File: config.mk
export PLATFORM = sky130hd
export DESIGN_NAME = clint_mh
export DESIGN_NICKNAME = d
export VERILOG_FILES = /design/src/rtl/clint_mh.sv
export SDC_FILE = /design/constraint.sdc
export NUM_CORES = 1
export LEC_CHECK = 0
export CORE_MARGIN = 2
export CORE_UTILIZATION = 40
export DETAILED_ROUTE_END_ITERATION = 10
export GPL_ROUTABILITY_DRIVEN = 0
export MAX_ROUTING_LAYER = met4
export PLACE_DENSITY_LB_ADDON = 0.25
export SKIP_CTS_REPAIR_TIMING = 1
export SYNTH_ARGS = -nofsm -noshare
export SYNTH_HDL_FRONTEND = slang
export SYNTH_SLANG_ARGS = --single-unit
File: constraint.sdc
create_clock -name clk -period 3.8 [get_ports clk]
set_input_delay 0.76 -clock clk [delete_from_list [all_inputs] [get_ports clk]]
set_output_delay 0.76 -clock clk [all_outputs]
set_load 0.01 [all_outputs]
File: src/rtl/clint_mh.sv
// clint_mh: multi-hart core-local interruptor with mtime, per-hart mtimecmp/msip, and a simplified AXI-lite port.
// Build option: define CLINT_MTIME_WR_EN to make mtime writable; otherwise mtime writes are acknowledged and ignored.
module clint_mh #(
  parameter int unsigned NHART    = 1,
  parameter logic [63:0] BASE     = 64'h0000_0000_0200_0000,
  parameter int unsigned TICK_DIV = 1,
  parameter int unsigned DATA_W   = 64
) (
  input  logic                clk,
  input  logic                rst,
  input  logic [63:0]         raddr,
  input  logic [2:0]          rsize,
  input  logic                raddr_valid,
  output logic                raddr_ready,
  output logic [DATA_W-1:0]   rdata,
  output logic [1:0]          rresp,
  output logic                rdata_valid,
  input  logic                rdata_ready,
  input  logic [63:0]         waddr,
  input  logic [DATA_W-1:0]   wdata,
  input  logic [DATA_W/8-1:0] wstrb,
  input  logic                wreq_valid,
  output logic                wreq_ready,
  output logic [1:0]          bresp,
  output logic                bvalid,
  input  logic                bready,
  output logic [NHART-1:0]    mtip,
  output logic [NHART-1:0]    msip
);

  localparam int unsigned PW = (TICK_DIV > 1) ? $clog2(TICK_DIV) : 1;
  localparam logic [1:0] RESP_OKAY   = 2'b00;
  localparam logic [1:0] RESP_SLVERR = 2'b10;

  typedef enum logic [1:0] {
    SEL_NONE  = 2'd0,
    SEL_MSIP  = 2'd1,
    SEL_CMP   = 2'd2,
    SEL_MTIME = 2'd3
  } sel_e;

  typedef struct packed {
    sel_e       sel;
    logic [3:0] idx;
    logic       hi;
  } dec_t;

  // Any byte inside a register selects it; hi marks the upper 32-bit lane of a msip word.
  function automatic dec_t decode(input logic [63:0] addr);
    logic [63:0] off;
    dec_t        d;
    off   = addr - BASE;
    d.sel = SEL_NONE;
    d.idx = off[5:2];
    d.hi  = off[2];
    if (off[63:16] != 48'd0) begin
      d.sel = SEL_NONE;
    end else if (off[15:2] < 14'(NHART)) begin
      d.sel = SEL_MSIP;
    end else if ((off[15:3] >= 13'h0800) && (off[15:3] < 13'(13'h0800 + NHART))) begin
      d.sel = SEL_CMP;
      d.idx = off[6:3];
    end else if (off[15:3] == 13'h17FF) begin
      d.sel = SEL_MTIME;
    end else begin
      d.sel = SEL_NONE;
    end
    return d;
  endfunction

  function automatic logic [63:0] merge(input logic [63:0] old_v, input logic [63:0] new_v,
                                        input logic [7:0] strb);
    logic [63:0] res;
    for (int b = 0; b < 8; b++) begin
      res[b*8 +: 8] = strb[b] ? new_v[b*8 +: 8] : old_v[b*8 +: 8];
    end
    return res;
  endfunction

  logic [PW-1:0]    presc_r;
  logic [63:0]      mtime_r;
  logic [63:0]      mtimecmp_r [NHART];
  logic [NHART-1:0] msip_r;
  logic [NHART-1:0] mtip_r;
  logic [63:0]      rdata_r;
  logic [1:0]       rresp_r;
  logic             rdata_valid_r;
  logic [1:0]       bresp_r;
  logic             bvalid_r;
  logic             tick_s;
  logic             rd_err_s;
  logic [63:0]      rd_val_s;
  dec_t             rd_dec_s;
  dec_t             wr_dec_s;

  assign tick_s      = (presc_r == PW'(TICK_DIV - 1));
  assign raddr_ready = raddr_valid & (~rdata_valid_r | rdata_ready);
  assign wreq_ready  = wreq_valid & ~bvalid_r;
  assign rd_dec_s    = decode(raddr);
  assign wr_dec_s    = decode(waddr);

  // Read mux over current register values; misaligned or unmapped returns an error with zero data.
  always_comb begin
    rd_val_s = 64'd0;
    rd_err_s = 1'b0;
    if ((rsize > 3'd3) || ((raddr & ((64'd1 << rsize) - 64'd1)) != 64'd0)) begin
      rd_err_s = 1'b1;
    end else begin
      case (rd_dec_s.sel)
        SEL_MSIP: begin
          for (int h = 0; h < NHART; h++) begin
            rd_val_s = (rd_dec_s.idx == 4'(h)) ?
                       (rd_dec_s.hi ? {31'd0, msip_r[h], 32'd0} : {63'd0, msip_r[h]}) : rd_val_s;
          end
        end
        SEL_CMP: begin
          for (int h = 0; h < NHART; h++) begin
            rd_val_s = (rd_dec_s.idx == 4'(h)) ? mtimecmp_r[h] : rd_val_s;
          end
        end
        SEL_MTIME: rd_val_s = mtime_r;
        default:   rd_err_s = 1'b1;
      endcase
    end
  end

  // Timebase and register file; a write to mtime overrides a same-cycle tick.
  always_ff @(posedge clk) begin
    if (rst) begin
      presc_r <= '0;
      mtime_r <= 64'd0;
      msip_r  <= '0;
      for (int h = 0; h < NHART; h++) mtimecmp_r[h] <= '1;
    end else begin
      presc_r <= tick_s ? '0 : presc_r + PW'(1);
      if (tick_s) mtime_r <= mtime_r + 64'd1;
      if (wreq_ready) begin
        case (wr_dec_s.sel)
          SEL_MSIP: begin
            for (int h = 0; h < NHART; h++) begin
              if (wr_dec_s.idx == 4'(h)) begin
                if (wr_dec_s.hi) begin
                  if (wstrb[4]) msip_r[h] <= wdata[32];
                end else if (wstrb[0]) begin
                  msip_r[h] <= wdata[0];
                end
              end
            end
          end
          SEL_CMP: begin
            for (int h = 0; h < NHART; h++) begin
              if (wr_dec_s.idx == 4'(h)) mtimecmp_r[h] <= merge(mtimecmp_r[h], wdata, wstrb);
            end
          end
          SEL_MTIME: begin
`ifdef CLINT_MTIME_WR_EN
            mtime_r <= merge(mtime_r, wdata, wstrb);
`endif
          end
          default: ;
        endcase
      end
    end
  end

  // Timer interrupt compare, one cycle behind its operands.
  always_ff @(posedge clk) begin
    if (rst) begin
      mtip_r <= '0;
    end else begin
      for (int h = 0; h < NHART; h++) mtip_r[h] <= (mtime_r >= mtimecmp_r[h]);
    end
  end

  // Read response register, held until consumed.
  always_ff @(posedge clk) begin
    if (rst) begin
      rdata_valid_r <= 1'b0;
      rdata_r       <= 64'd0;
      rresp_r       <= RESP_OKAY;
    end else if (raddr_ready) begin
      rdata_valid_r <= 1'b1;
      rdata_r       <= rd_val_s;
      rresp_r       <= rd_err_s ? RESP_SLVERR : RESP_OKAY;
    end else if (rdata_ready) begin
      rdata_valid_r <= 1'b0;
    end
  end

  // Write response register, held until consumed.
  always_ff @(posedge clk) begin
    if (rst) begin
      bvalid_r <= 1'b0;
      bresp_r  <= RESP_OKAY;
    end else if (wreq_ready) begin
      bvalid_r <= 1'b1;
      bresp_r  <= (wr_dec_s.sel == SEL_NONE) ? RESP_SLVERR : RESP_OKAY;
    end else if (bready) begin
      bvalid_r <= 1'b0;
    end
  end

  assign rdata       = rdata_r;
  assign rresp       = rresp_r;
  assign rdata_valid = rdata_valid_r;
  assign bresp       = bresp_r;
  assign bvalid      = bvalid_r;
  assign mtip        = mtip_r;
  assign msip        = msip_r;

endmodule

==> results.env, run 1 <==
FINALWORSTSETUPSLACK_NS=0.154
MAX_SLEW_VIOLATION_TOTAL_FROM_THE_FINAL_REPORT=0
TIMING.HOLD.WORST.CLASS='reg2reg'
POSTSYNTHREGISTERBITS=199
WP_DATA_ARRIVAL_NS=4.02
DPL_WORST_SLACK_NS=-0.640
DIEAREA_MM2=0.0289
LAYOUT_WORST_PATH_CYCLE_SHARE_PCT=96.0
FIRSTDRTPASSITERS=4
SYNTH_EDF_COUNT=64
CTS_NUM_SINKS=199
FLOP_PWR_SHARE_PCT=48.1
ANTENNA-DIODE-COUNT=0
LAYOUT-DRIVE-GT1-SHARE_PCT=10.8
FINAL.SETUP_SKEW_NS=0.0156
HOLD_SLACK_NS=0.455
SETUP.REG_TO_REG.WORST_SLACK_NS=0.87
SYNTH.LIB_CELLS_USED.DISTINCT=58
MIN_FROM='rdata[0]$_SDFFE_PP0P_'
DRT_FIRST_ITER_VIOLATIONS=665
DIE_HEIGHT_UM=170
FINAL_COMMON_CELL='sky130_fd_sc_hd__clkdlybuf4s50_1'
POWER.SWITCHING_mW=1.08
INITIAL_CORE_UTIL_PCT=40.8
POWERDENSITY_mW_PER_MM2=297
DRTANTENNAVIOLNETS=0
VIAS_PER_CELL=5.40
VIAS_IN_THE_FIRST_GLOBAL_ROUTE=10300
SYNTH.CELL_AREA_MM2=0.0110
P_INT_mW=3.61
REGTOREGENDPOINT='mtime_r[58]$_SDFFE_PP0N_'
RESULT_OF_THE_RUN='finished, final reports clean'
ROUTE.FINAL.WIRE_LENGTH_UM=33500
DIEWIDTH_UM=170
SYNTH_TOP_CELL_BY_AREA='sky130_fd_sc_hd__dfxtp_1'
CP-START-KIND='input port'
DOMINANTREGCELLSYNTH='sky130_fd_sc_hd__dfxtp_1'
PLACEABLECOREAREA_MM2=0.0270
YS_ASYNC_SR_FRACTION_PCT=0
ROWS=60
NUMBER_OF_WARNINGS_PRINTED_DURING_YOSYS_SYNTHESIS=0
CTS_MAX_PATH_BUFFERS=2
CLK_ROOT_BUFFER_CELL='sky130_fd_sc_hd__clkbuf_16'
IO_BUFFER_COUNT=278
GLOBALROUTETOTALUTIL_PCT=23.2
FMAX_GHz=0.274
GRT_PASS1_WL_UM=51700
CTS.CLK_SLEW.WORST_PATHS_NS=0.07
FINALHOLDVIOLATIONS=0
REQUIRED_NS=4.17
NUMBER_OF_INSTANCES_IN_THE_SYNTHESIZED_NETLIST=1204
FINISH.NET_COUNT=1843
SYNTH_TOP_CELL_AREA_SHARE_PCT=24.6
POWER_FRAC_CLOCK_PCT=40.6
INITIAL_ANTENNA_VIOLATION_COUNT=0
CRIT_PATH_MAX_FANOUT=24
TRITONCTS='built'
TIMING.REG2REG.WORST_PATH_DEPTH=9
MAX_SLEW.WORST_PIN.SLEW_NS=0.804
P_COMB_SHARE_PCT=11.2
STARTPOINT='raddr[25]'
GLOBAL_ROUTE.OVERFLOW_TOTAL=0
WIRE_PER_INST_UM=17.5
CLKLATENCYLATEPIN_NS=0.43
LAYOUT.CELLS.MOST_COMMON_LIST='269 x sky130_fd_sc_hd__clkdlybuf4s50_1, 135 x sky130_fd_sc_hd__dfxtp_1, 107 x sky130_fd_sc_hd__nor2_1'
PATH_CLASS='in2reg'
AVGSYNTHCELLAREA_UM2=9.14
NETLIST_TOP_CELLS_AREA='sky130_fd_sc_hd__dfxtp_1 25%, sky130_fd_sc_hd__edfxtp_1 17%, sky130_fd_sc_hd__ha_1 7.8%'
NUM_VIAS=10400
TIMING.FINAL.CRIT_PERIOD_NS=3.65
P_LEAK_nW=6.21
AREA_DELTA_SYNTH_FINAL_PCT=43.6
SLEW_HR_PCT=46.3
VDD.IR_DROP.WORST_mV=0.309
SYNTH.YOSYS.SEQ_AREA_SHARE_PCT=42.0
REPORT.FINAL.SETUP_VIOL=0
HOLD-PATH-CELL-COUNT=2
CTS-BUFFERS-INSERTED=17
SWITCHING_SHARE_PCT=23.0
H_TREE_DEPTH_REPORTED_BY_CTS=4
R2R-START='mtime_r[14]$_SDFFE_PP0N_'
HOLDPATHEND='rdata[0]$_SDFFE_PP0P_'
TIMING.CRITICAL_PATH.TO_TYPE='flip-flop'
GRT_START_MAX_NET_PINS=50
DESIGN.PORTCOUNT=283
DRCVIOLATIONCOUNT=0
DRV_CAP=0
HPWLAFTERDP_UM=25000
[worst max-delay path, stage by stage]
cell and delay, ns:
sky130_fd_sc_hd__clkdlybuf4s50_1 0.47, sky130_fd_sc_hd__inv_1 0.05, sky130_fd_sc_hd__ha_1 0.20, sky130_fd_sc_hd__buf_4 0.15, sky130_fd_sc_hd__xnor2_1 0.15, sky130_fd_sc_hd__nand3_1 0.10, sky130_fd_sc_hd__nor4_2 0.24, sky130_fd_sc_hd__nand4_1 0.15
sky130_fd_sc_hd__or4_1 0.47, sky130_fd_sc_hd__or3_4 0.37, sky130_fd_sc_hd__buf_4 0.17, sky130_fd_sc_hd__nor3_4 0.20, sky130_fd_sc_hd__buf_12 0.15, sky130_fd_sc_hd__buf_12 0.19, sky130_fd_sc_hd__a221o_1 0.17
[flip-flops by register name, summed over array words and instances (netlist names)]
signal       count
bresp            1
rresp            1
rdata_valid      1
rdata           64
presc_r          1
bvalid           1
msip             1
mtimecmp_r      64
mtip             1
mtime_r         64
[kinds of logic after synthesis]
logic type / synth area share (%)
AND/OR/NAND/NOR: 26.1
AO/OA/AOI/OAI: 13.7
flip-flops: 42.0
buffers and inverters: 4.56
adder cells (fa/ha/maj): 7.84
XOR/XNOR: 5.41
multiplexers: 0.364
other: 0.0341
[power groups by stage]
stage	logic, mW	clock network, mW	registers [mW]
finish	0.527	1.91	2.26
global route	0.574	2.02	2.26
CTS	0.526	1.92	2.26
detailed placement	0.523	0	2.31
global placement	0.515	0	2.30
floorplan	0.161	0	2.30
[worst max-delay path by stage]
stage                     slack, ns                               to  depth (start not counted)
after floorplan               -0.06   mtimecmp_r[0][0]$_SDFFCE_PN1P_                         11
after global placement        -0.55  mtimecmp_r[0][11]$_SDFFCE_PN1P_                         11
after detailed placement      -0.64   mtimecmp_r[0][8]$_SDFFCE_PN1P_                         11
after CTS                     -0.19  mtimecmp_r[0][15]$_SDFFCE_PN1P_                         11
after global routing          -0.01           rdata[51]$_SDFFE_PP0P_                         15
final                          0.15           rdata[13]$_SDFFE_PP0P_                         15
[cell type report]
cell class                 instances  area, um^2
fill                            2394       11100
multi-input combinational        879        6040
sequential                       199        4620
timing repair buffer             386        3790
clock buffer                      21         482
tap                              341         427
inverter                          82         308
clock inverter                    11         135
[synth_stat cells (3+ instances only)]
| cell | n |
|---|---|
| sky130_fd_sc_hd__a2111oi_0 | 4 |
| sky130_fd_sc_hd__a211oi_1 | 5 |
| sky130_fd_sc_hd__a21o_1 | 24 |
| sky130_fd_sc_hd__a21oi_1 | 29 |
| sky130_fd_sc_hd__a221o_1 | 49 |
| sky130_fd_sc_hd__a221oi_1 | 5 |
| sky130_fd_sc_hd__a22oi_1 | 15 |
| sky130_fd_sc_hd__a31oi_1 | 5 |
| sky130_fd_sc_hd__and2_1 | 52 |
| sky130_fd_sc_hd__and3_1 | 12 |
| sky130_fd_sc_hd__and4_1 | 6 |
| sky130_fd_sc_hd__buf_2 | 11 |
| sky130_fd_sc_hd__clkbuf_1 | 33 |
| sky130_fd_sc_hd__dfxtp_1 | 135 |
| sky130_fd_sc_hd__edfxtp_1 | 64 |
| sky130_fd_sc_hd__ha_1 | 69 |
| sky130_fd_sc_hd__inv_1 | 82 |
| sky130_fd_sc_hd__mux2i_1 | 4 |
| sky130_fd_sc_hd__nand2_1 | 70 |
| sky130_fd_sc_hd__nand2b_1 | 70 |
| sky130_fd_sc_hd__nand3_1 | 39 |
| sky130_fd_sc_hd__nand3b_1 | 3 |
| sky130_fd_sc_hd__nand4_1 | 35 |
| sky130_fd_sc_hd__nand4b_1 | 4 |
| sky130_fd_sc_hd__nor2_1 | 108 |
| sky130_fd_sc_hd__nor2b_1 | 6 |
| sky130_fd_sc_hd__nor3_1 | 34 |
| sky130_fd_sc_hd__nor3b_1 | 6 |
| sky130_fd_sc_hd__nor4_1 | 39 |
| sky130_fd_sc_hd__nor4b_1 | 5 |
| sky130_fd_sc_hd__o211ai_1 | 5 |
| sky130_fd_sc_hd__o21a_1 | 3 |
| sky130_fd_sc_hd__o21ai_0 | 46 |
| sky130_fd_sc_hd__o31ai_1 | 3 |
| sky130_fd_sc_hd__or2_2 | 4 |
| sky130_fd_sc_hd__or3_1 | 16 |
| sky130_fd_sc_hd__or4_1 | 12 |
| sky130_fd_sc_hd__xnor2_1 | 35 |
| sky130_fd_sc_hd__xor2_1 | 33 |
[metrics by stage]
stage	util (%)	total power, mW	setup TNS [ns]	std cells	cell area (um^2)
3_3_place_gp	55.5	2.82	-75.68	1882	15000
6_report	58.6	4.69	0	1919	15800
4_1_cts	57.8	4.71	-9.57	1914	15600
2_1_floorplan	-	2.46	-3.56	1206	11100
3_5_place_dp	55.5	2.83	-85.20	1882	15000
5_1_grt	58.6	4.85	-0.143	1919	15800
[metal layers]
layer  vias up  GRT usage, %  routed length (um)
li1       5102             -                   -
met1      4974          29.0               14600
met2       256          39.6               16700
met3        40          3.58                1650
met4         0          5.28                 579
met5         -             -                   0
Power figures use the tool's default switching activity.
==> inputs of run 2 (changes only) <==
- HOLD_SLACK_MARGIN: unset -> 0.15
==> results of run 2 <==
The final DEF is identical to that of run 1; final timing and power are the same.
==> inputs of run 3 (changes only) <==
- ABC_AREA: unset -> 1
- CAP_MARGIN: unset -> 0
- CORE_ASPECT_RATIO: unset -> 1.75
==> run 3 against run 2 <==
Compared with the run above:
- cell count rose by 51%
- register-to-register slack improved by 0.07 ns
- synthesized area rose by 29%
- die area rose by 29%
- clock power fell by 3%
- synthesized cell count rose by 77%
- highest routed layer unchanged
==> results.env, run 3 <==
RESULT_OF_THE_RUN='finished, final reports clean'
SYNTH.YOSYS.SEQ_AREA_SHARE_PCT=32.5
RSZ0062_AT_GRT='false'
LAYOUT.CELLS.MOST_COMMON_LIST='485 x sky130_fd_sc_hd__nand2_1, 295 x sky130_fd_sc_hd__nor2_1, 277 x sky130_fd_sc_hd__clkdlybuf4s50_1'
LAYOUT_WORST_PATH_CYCLE_SHARE_PCT=92.9
CTS-BUFFERS-INSERTED=17
NETLIST_TOP_CELLS_COUNT='486 x sky130_fd_sc_hd__nand2_1, 295 x sky130_fd_sc_hd__nor2_1, 255 x sky130_fd_sc_hd__inv_1'
PATH_CLASS='in2reg'
CTS.CLK_SLEW.WORST_PATHS_NS=0.07
HOLD-PATH-CELL-COUNT=2
INITIAL_CORE_UTIL_PCT=40.5
GLOBAL_ROUTE.OVERFLOW_TOTAL=0
TIMING.CRITICAL_PATH.TO_TYPE='flip-flop'
DIE_HEIGHT_UM=254
SYNTH_MOST_COMMON_CELL='sky130_fd_sc_hd__nand2_1'
SYNTH_TOP_CELL_AREA_SHARE_PCT=19.0
ROUTE.FINAL.WIRE_LENGTH_UM=49800
POWER_mW=4.77
DRTANTENNAVIOLNETS=0
CP-START-KIND='input port'
WP_DATA_ARRIVAL_NS=3.92
SYNTH.CELL_AREA_MM2=0.0142
POWERDENSITY_mW_PER_MM2=258
NUMBER_OF_INSTANCES_IN_THE_SYNTHESIZED_NETLIST=2134
ROWS=91
DRV_CAP=0
VIAS_IN_THE_FIRST_GLOBAL_ROUTE=15600
SLEW_HR_PCT=43.5
TIMING.FINAL.CRIT_PERIOD_NS=3.53
FINISH.NET_COUNT=2707
NUMBER_OF_WARNINGS_PRINTED_DURING_YOSYS_SYNTHESIS=0
DESIGN.PORTCOUNT=283
DRCVIOLATIONCOUNT=0
CRIT_PATH_MAX_FANOUT=6
VIAS_PER_CELL=5.32
P_LEAK_nW=7.05
FILLER_CELLS_INSERTED=3442
INITIAL_ANTENNA_VIOLATION_COUNT=0
CPPEAKSTAGEDELAY_NS=0.57
FIRSTDRTPASSITERS=5
DIEWIDTH_UM=147
ARITHMETIC_CELL_SHARE_OF_THE_SYNTHESIZED_AREA_COUNTING_FULL_ADDERS_HALF_ADDERS_AND_MAJORITY_GATES_PCT=6.06
FINALHOLDVIOLATIONS=0
VDD.IR_DROP.WORST_mV=0.217
YS_ASYNC_SR_FRACTION_PCT=0
FINALWORSTSETUPSLACK_NS=0.268
SYNTH-SIMPLE-AREA-SHARE_PCT=39.4
CLK_ROOT_BUFFER_CELL='sky130_fd_sc_hd__clkbuf_16'
CLKLATENCYLATEPIN_NS=0.46
SYNTH_COMPOUND_GATE_AREA_SHARE_PCT=10.7
CTS_MAX_PATH_BUFFERS=2
SYNTH_TOP_CELL_BY_AREA='sky130_fd_sc_hd__dfxtp_1'
TIMING.REG2REG.WORST_PATH_DEPTH=11
ANTENNA-DIODE-COUNT=0
CTS_NUM_SINKS=199
CRITICAL_PATH.CELL_CHAIN='clkdlybuf4s50_1, nor2_1, nand2_1, nor2_2, nand3_1, nand2_1, nand3_1, nor2_1, nand3_1, nor2_1, nand3_2, inv_2, o21ai_0, nor2_1, buf_4, nand2_1, a21oi_1'
SYNTH_EDF_COUNT=64
NUM_VIAS=15500
DRT_FIRST_ITER_VIOLATIONS=721
SYNTH_XOR_XNOR_AREA_SHARE_PCT=2.15
REQUIRED_NS=4.18
POST-ROUTE-UTIL_PCT=52.5
IO_BUFFER_COUNT=278
DOMINANTREGCELLSYNTH='sky130_fd_sc_hd__dfxtp_1'
FINAL.SETUP_SKEW_NS=0.0122
CRITICAL-PATH-SLOWEST-CELL='sky130_fd_sc_hd__clkdlybuf4s50_1'
POSTSYNTHREGISTERBITS=199
MAX_SLEW.WORST_PIN.SLEW_NS=0.847
DPL_WORST_SLACK_NS=-0.126
AVGSYNTHCELLAREA_UM2=6.67
DIEAREA_MM2=0.0372
PLACEABLECOREAREA_MM2=0.0352
MAX_SLEW_VIOLATION_TOTAL_FROM_THE_FINAL_REPORT=0
H_TREE_DEPTH_REPORTED_BY_CTS=4
WIRE_PER_INST_UM=17.1
SYNTH.LIB_CELLS_USED.DISTINCT=61
AREA_DELTA_SYNTH_FINAL_PCT=29.7
FINAL_COMMON_CELL='sky130_fd_sc_hd__nand2_1'
TRITONCTS='built'
GLOBALROUTETOTALUTIL_PCT=27.2
GRT_PASS1_WL_UM=76900
HPWLAFTERDP_UM=39600
LAYOUT-DRIVE-GT1-SHARE_PCT=9.18
TIMING.HOLD.WORST.CLASS='reg2reg'
CRIT_PATH_FREQUENT_CELL='sky130_fd_sc_hd__nor2_1'
REPORT.FINAL.SETUP_VIOL=0
MUX_CELL_AREA_SHARE_AFTER_SYNTHESIS_PCT=0
SYNTH_TOP_FAMILY_BY_AREA='simple AND/OR/NAND/NOR gates'
FMAX_GHz=0.283
GRT_START_MAX_NET_PINS=69
NETLIST_TOP_CELLS_AREA='sky130_fd_sc_hd__dfxtp_1 19%, sky130_fd_sc_hd__edfxtp_1 13%, sky130_fd_sc_hd__nand2_1 13%'
HOLD_SLACK_NS=0.467
## run 3: metal layers
layer	vias up	wire length, um	GRT usage, %
li1	7643	-	-
met1	7091	16600	24.3
met2	540	27200	52.3
met3	185	2040	3.09
met4	0	3890	20.0
met5	-	0	-
## run 3: final timing paths
| path | startpoint | endpoint | slack (ns) |
|---|---|---|---|
| worst max-delay path | raddr[39] | rdata[21]$_SDFFE_PP0P_ | 0.27 |
| worst min-delay path | rdata[23]$_SDFFE_PP0P_ | rdata[23]$_SDFFE_PP0P_ | 0.47 |
| worst max register to register | mtime_r[7]$_SDFFE_PP0N_ | mtime_r[62]$_SDFFE_PP0N_ | 0.94 |
| worst min register to register | rdata[23]$_SDFFE_PP0P_ | rdata[23]$_SDFFE_PP0P_ | 0.47 |
## run 3: worst max-delay path: cells and delay by family
kind / cells / cell delay, ns
compound gates: 2 / 0.23
buf+inv: 3 / 0.86
simple gates: 12 / 2.06
## run 3: area by class of cell
| class | count | area (um^2) | share of cell area [%] |
|---|---|---|---|
| multi-input cells | 1611 | 8330 | 45.1 |
| flip-flops and latches | 199 | 4620 | 25.0 |
| repair buffers | 335 | 3350 | 18.1 |
| inverters | 265 | 995 | 5.39 |
| well taps | 465 | 582 | 3.15 |
| clock buffers | 17 | 425 | 2.30 |
| clock inverters | 14 | 161 | 0.874 |
## run 3: kinds of logic after synthesis
group | count (synthesis)
XOR/XNOR | 35
adder cells (fa/ha/maj) | 69
AND/OR/NAND/NOR | 1224
other | 1
AO/OA/AOI/OAI | 280
buffers and inverters | 326
flip-flops | 199
## run 3: stage by stage
| step | setup TNS (ns) | area [um^2] | cells |
|---|---|---|---|
| detailed placement | -1.43 | 17900 | 2875 |
| finish | 0 | 18500 | 2906 |
| floorplan | 0 | 14200 | 2136 |
| global placement | -0.299 | 17900 | 2875 |
| CTS | 0 | 18500 | 2906 |
| global route | 0 | 18500 | 2906 |
## run 3: where the power goes
part	switching (mW)	internal, mW
clock	0.912	0.935
sequential	0.0169	2.23
combinational	0.359	0.316
total	1.29	3.48
